File: config.mk
export PLATFORM = sky130hd
export DESIGN_NAME = alu
export DESIGN_NICKNAME = d
export VERILOG_FILES = /design/src/rtl/alu_pkg.sv /design/src/rtl/alu_core.sv /design/src/rtl/alu.sv
export SDC_FILE = /design/constraint.sdc
export NUM_CORES = 1
export LEC_CHECK = 0
export BUFFER_PORTS_ARGS = -buffer_cell sky130_fd_sc_hd__buf_4
export CAP_MARGIN = 25
export CORE_AREA = 2 2 39 41
export CTS_BUF_LIST = sky130_fd_sc_hd__clkbuf_2 sky130_fd_sc_hd__clkbuf_4 sky130_fd_sc_hd__clkbuf_8
export DETAILED_ROUTE_END_ITERATION = 16
export DIE_AREA = 0 0 41 43
export GPL_TIMING_DRIVEN = 0
export SLEW_MARGIN = 10
export SYNTH_ARGS = -nofsm -noshare
export SYNTH_HDL_FRONTEND = slang
export SYNTH_SLANG_ARGS = --single-unit
File: constraint.sdc
create_clock -name clk -period 1.75 [get_ports clk]
set_clock_uncertainty 0.1 [all_clocks]
set_input_delay 0.2625 -clock clk [delete_from_list [all_inputs] [get_ports clk]]
set_output_delay 0.2625 -clock clk [all_outputs]
set_load 0.05 [all_outputs]
File: src/rtl/alu_pkg.sv
// Shared op-codes and widths for the 3-bit registered ALU.
package alu_pkg;
  localparam int OPND_W = 3;
  localparam int RES_W  = 4;

  localparam logic [1:0] OP_ADD = 2'b00;
  localparam logic [1:0] OP_SUB = 2'b01;
  localparam logic [1:0] OP_AND = 2'b10;
  localparam logic [1:0] OP_OR  = 2'b11;
endpackage

File: src/rtl/alu_core.sv
// Combinational datapath: operands zero-extended to the result width, one op per select code.
module alu_core
  import alu_pkg::*;
(
  input  logic [1:0]        swSelect,
  input  logic [OPND_W-1:0] a,
  input  logic [OPND_W-1:0] b,
  output logic [RES_W-1:0]  result
);
  logic [RES_W-1:0] ax, bx;

  assign ax = {1'b0, a};
  assign bx = {1'b0, b};

  // SUB wraps mod 16, so the top bit doubles as the borrow flag.
  always_comb begin
    result = '0;
    case (swSelect)
      OP_ADD: result = ax + bx;
      OP_SUB: result = ax - bx;
      OP_AND: result = ax & bx;
      OP_OR:  result = ax | bx;
    endcase
  end
endmodule

File: src/rtl/alu.sv
// Registered ALU top: combinational core feeding one output register with sync reset.
module alu
  import alu_pkg::*;
(
  input  logic              clk,
  input  logic              rst,
  input  logic [1:0]        swSelect,
  input  logic [OPND_W-1:0] a,
  input  logic [OPND_W-1:0] b,
  output logic [RES_W-1:0]  q
);
  logic [RES_W-1:0] result;

  alu_core u_core (
    .swSelect (swSelect),
    .a        (a),
    .b        (b),
    .result   (result)
  );

  always_ff @(posedge clk) begin
    if (rst) q <= '0;
    else     q <= result;
  end
endmodule

==> results of run 1 <==
-- per-layer routing --
layer | vias up | wire length, um
met3 | 2 | 61
li1 | 169 | -
met5 | - | 0
met2 | 10 | 371
met1 | 139 | 304
met4 | 0 | 6
-- timing repair --
action | 4_1_cts | 5_1_grt
setup endpoints to repair | 0 | 2
hold endpoints to repair | 0 | 0
setup buffers | 0 | 1
gates resized for setup | 0 | 8
-- power groups by stage --
stage	clock network, uW	registers (uW)	logic, uW
2_1_floorplan	0	136	70.1
3_3_place_gp	0	104	146
3_5_place_dp	0	104	149
4_1_cts	117	103	150
5_1_grt	126	104	188
6_report	113	102	171
-- area by class of cell --
cell class	count	area [um^2]
sequential	4	80.1
multi-input combinational	29	292
timing repair buffer	13	105
inverter	6	25.0
fill	153	826
tap	16	20.0
buffer	1	13.8
clock buffer	3	22.5
-- critical path, stage by stage --
cell	delay, ps
buf_6	100
inv_1	80
ha_4	200
mux2_4	290
inv_4	60
ha_4	110
nand3b_1	90
a211o_1	320
a211oi_2	200
-- layout by cell type (no fill, tap or decap), drive strengths merged, types with 2 or more instances in the layout --
master and count:
ha 6, a21oi 2, inv 6, dfxtp 4, a211oi 2, xnor2 2, clkbuf 4, buf 13
nor2 5
-- cell usage after synthesis (2+ instances only) --
| cell | count |
|---|---|
| inv_1 | 6 |
| nor2_1 | 5 |
| dfxtp_1 | 4 |
| xnor2_1 | 2 |
| a21oi_1 | 2 |
| ha_1 | 6 |
-- final timing paths --
path | startpoint | cells past startpoint | slack, ps | to
max | b[1] | 9 | 80 | q[3]
min | rst | 2 | 120 | q[3]
-- kinds of logic (layout without fill, tap and decap cells) --
logic type | after synthesis | in the layout | synth area share, %
fa+ha+maj | 8 | 8 | 29.3
mux | 2 | 2 | 6.97
xor+xnor | 2 | 2 | 4.88
simple gates | 9 | 9 | 12.2
compound gates | 8 | 8 | 16.7
flops | 4 | 4 | 22.3
buf+inv | 7 | 23 | 7.66
-- stage by stage --
step                utilization, %  std cells
finish                        40.3         72
floorplan                        -         40
global placement              35.1         68
detailed placement            35.1         68
global route                  40.3         72
CTS                           36.7         71
==> impl_metrics.json, run 1 <==
{
  "globalRouteMet2Util_pct": 14.4,
  "cp-start-kind": "primary input",
  "chipWidth_um": 41,
  "die_height_um": 43,
  "yosysTopAreaCellShare_pct": 22.3,
  "grt_usage_pct": 9.92,
  "setup_ws_ps": 84.3,
  "wl_per_cell_um": 10.3,
  "layout-drive-gt1-share_pct": 46.4,
  "largest_reg_flops": 4,
  "cp_data_arrival_time_ps": 1720,
  "area_delta_synth_final_pct": 55.4,
  "hold_buffers": 0,
  "clock_path_buffers": 2,
  "synth.area.top_cells": "dfxtp_1 22%, ha_1 21%, inv_1 6.3%",
  "slew_headroom_pct": 84.5,
  "diodes": 0,
  "grt-ovfl-total": 0,
  "synth_top_area_cell": "dfxtp_1",
  "grt_pass1_vias": 305,
  "cts_buffers": 3,
  "rsz0062_at_grt": "no",
  "hold_path_class": "primary input to register",
  "ys_async_sr_fraction_pct": 0,
  "ys_warn_count": 0,
  "vdd_drop_max_v": 0.000155,
  "fin_crit_sh_pct": 95.2,
  "clk_pin_slew_worst_paths_ps": 40,
  "power.share.switching_pct": 33.3,
  "power_uw": 386,
  "slew_viol_final": 0,
  "drt-total-wl_um": 744,
  "final_area_um2": 558,
  "ant_nets": 0,
  "p_comb_share_pct": 44.3,
  "grt_use_met3_pct": 1.57,
  "antenna_found_initial": 0,
  "critPathMaxFanout": 4,
  "setup-violations-final": 0,
  "crit_type": "primary input to register",
  "portBuffers": 12,
  "syn_nets": 57,
  "cts_tree": "yes",
  "grt_max_degree": 9,
  "cp-end-kind": "register",
  "fin_nets": 75,
  "max_flop_register": "q",
  "cp.required_ps": 1810,
  "coreArea_um2": 1380,
  "internal_power_uw": 257,
  "clock_sinks": 4,
  "ios": 14,
  "syn_area_per_cell_um2": 8.98,
  "tightestPinTransition_ps": 231,
  "drc": 0,
  "max_cap_viol_count": 0,
  "placed_area_um2": 485,
  "max_freq_mhz": 600,
  "grt_pass1_wl_um": 1150,
  "root_buffer": "clkbuf_4",
  "p_per_area_nw_per_um2": 691,
  "floorplan.initialDensity_pct": 25.9,
  "status": "finished clean",
  "synthFlopType": "dfxtp_1",
  "ys_ff_latch": 4,
  "yosysUniqueCellTypes": 21,
  "htreeDepth": 1,
  "leakagePower_uw": 0.000261,
  "netlist_area_um2": 359,
  "finalHoldViolCount": 0,
  "routed_via_density": 4.44,
  "p_switching_uw": 129,
  "vias": 320,
  "gp_congestion": 0.816,
  "synth-seq-area-share_pct": 22.3,
  "clockPowerShare_pct": 29.2,
  "hold_ws_ps": 118,
  "drtPass1Iterations": 2,
  "hpwl_um": 589,
  "grt.busiest_layer": "met2",
  "core.rowCount": 14,
  "drt_iter0_drc": 1,
  "syn_inst": 40,
  "pwr-share-seq_pct": 26.6,
  "largestRegisters": "q x4",
  "dpl_worst_slack_ps": -188,
  "min_period_ps": 1670,
  "totalNegativeSetupSlack_ps": 0,
  "synth-edff-count": 0,
  "use_met1_pct": 11.2,
  "die-area_um2": 1760
}
Note: power is estimated with default switching activity, not from simulation.
==> run 2: changes to the inputs <==
--- a/config.mk
+++ b/config.mk
@@ -5,12 +5,13 @@
 export SDC_FILE = /design/constraint.sdc
 export NUM_CORES = 1
 export LEC_CHECK = 0
-export BUFFER_PORTS_ARGS = -buffer_cell sky130_fd_sc_hd__buf_4
 export CAP_MARGIN = 25
 export CORE_AREA = 2 2 39 41
 export CTS_BUF_LIST = sky130_fd_sc_hd__clkbuf_2 sky130_fd_sc_hd__clkbuf_4 sky130_fd_sc_hd__clkbuf_8
+export CTS_CLUSTER_SIZE = 30
 export DETAILED_ROUTE_END_ITERATION = 16
 export DIE_AREA = 0 0 41 43
+export DONT_BUFFER_PORTS = 1
 export GPL_TIMING_DRIVEN = 0
 export SLEW_MARGIN = 10
 export SYNTH_ARGS = -nofsm -noshare
==> constraint.sdc (replaced) <==
create_clock -name clk -period 1.75 [get_ports clk]
set_clock_uncertainty 0.1 [all_clocks]
set_input_delay 0.2625 -clock clk [delete_from_list [all_inputs] [get_ports clk]]
set_output_delay 0.2625 -clock clk [all_outputs]
set_load 0.005 [all_outputs]
==> impl_metrics.json, run 2 (synthesis results as in run 1) <==
{
  "status": "finished clean",
  "cp_data_arrival_time_ps": 1630,
  "dpl_worst_slack_ps": -81.5,
  "use_met1_pct": 7.96,
  "gp_congestion": 0.774,
  "layout_common_cells": "6 x inv_1, 6 x ha_1, 5 x nor2_1",
  "cp.required_ps": 1790,
  "drtPass1Iterations": 4,
  "postCtsSetupBuffers": 0,
  "layout-drive-gt1-share_pct": 18.2,
  "cp-end-kind": "register",
  "dp.cells": 56,
  "cp-start-kind": "primary input",
  "grt_pass1_vias": 299,
  "max_cap_viol_count": 0,
  "drc": 0,
  "largest_reg_flops": 4,
  "fin_crit_sh_pct": 91.2,
  "wl_per_cell_um": 10.5,
  "grt.busiest_layer": "met2",
  "ios": 14,
  "hold_path_class": "primary input to register",
  "core.rowCount": 14,
  "clock_sinks": 4,
  "max_flop_register": "q",
  "crit_buf_inv": 1,
  "setup-violations-final": 0,
  "antenna_found_initial": 0,
  "portBuffers": 0,
  "drt-total-wl_um": 631,
  "crit_type": "primary input to register",
  "globalRouteMet2Util_pct": 14.7,
  "grt-ovfl-total": 0,
  "grt_pass1_wl_um": 1080,
  "die_height_um": 43,
  "slew_headroom_pct": 85.0,
  "htreeDepth": 1,
  "max_freq_mhz": 627,
  "setup_ws_ps": 155,
  "drt_iter0_drc": 3,
  "grt_usage_pct": 9.31,
  "chipWidth_um": 41,
  "grt_max_degree": 9,
  "hpwl_um": 540,
  "slew_viol_final": 0,
  "fin_nets": 63,
  "area_delta_synth_final_pct": 19.2,
  "diodes": 0,
  "die-area_um2": 1760,
  "clk_pin_slew_worst_paths_ps": 30,
  "largestRegisters": "q x4",
  "hold_ws_ps": 105,
  "fin_cells": 60,
  "routed_via_density": 4.75,
  "floorplan.initialDensity_pct": 25.9,
  "finalHoldViolCount": 0,
  "cp_top_family": "adder cells",
  "tightestPinTransition_ps": 223,
  "finalCoreUtilization_pct": 30.9,
  "clock_path_buffers": 2,
  "cts_tree": "yes",
  "vias": 285,
  "critPathMaxFanout": 4,
  "leakagePower_uw": 0.000195,
  "cpPeakStageDelay_ps": 340,
  "power_uw": 299,
  "ant_nets": 0,
  "crit_chain": "inv_1 -> ha_1 -> mux2_4 -> fa_2 -> xnor2_1 -> nor2_1 -> a311oi_1",
  "cp_slowest_cell": "fa_2",
  "p_per_area_nw_per_um2": 698,
  "root_buffer": "clkbuf_4",
  "coreArea_um2": 1380,
  "rsz0062_at_grt": "no",
  "grt_use_met3_pct": 3.14,
  "vdd_drop_max_v": 0.000145,
  "min_period_ps": 1600,
  "cts_buffers": 3
}
-- run 2: per-layer routing --
metal | vias up | wire length, um
li1 | 144 | -
met1 | 127 | 219
met2 | 14 | 327
met3 | 0 | 83
met4 | 0 | 0
met5 | - | 0
-- run 2: cell type report --
cell class	instances	area [um^2]
plain buffers	1	13.8
clock buffers	3	22.5
fillers	161	956
inverters	6	22.5
multi-input cells	29	259
flip-flops and latches	4	80.1
well taps	16	20.0
repair buffers	1	10.0
-- run 2: what timing repair did --
item / in CTS / in global routing
endpoints found under the hold margin: 4 / 0
gates resized for setup: 0 / 0
hold buffers: 1 / 0
-- run 2: where the power goes --
| group | internal, uW | switching [uW] |
|---|---|---|
| clock | 76.4 | 33.8 |
| combinational | 44.3 | 39.8 |
| sequential | 101 | 3.61 |
| total | 222 | 77.2 |
-- run 2: path summary, 6_finish.rpt --
kind              startpoint  endpoint  slack [ps]  cells past startpoint
setup / recovery        b[0]      q[2]         150                      7
hold / removal          b[2]      q[2]         100                      2
-- run 2: metrics by stage --
step,TNS [ps],cell area [um^2]
after floorplan,0,375
after global placement,-142,395
after detailed placement,-172,395
after CTS,0,428
after global routing,0,428
final,0,428
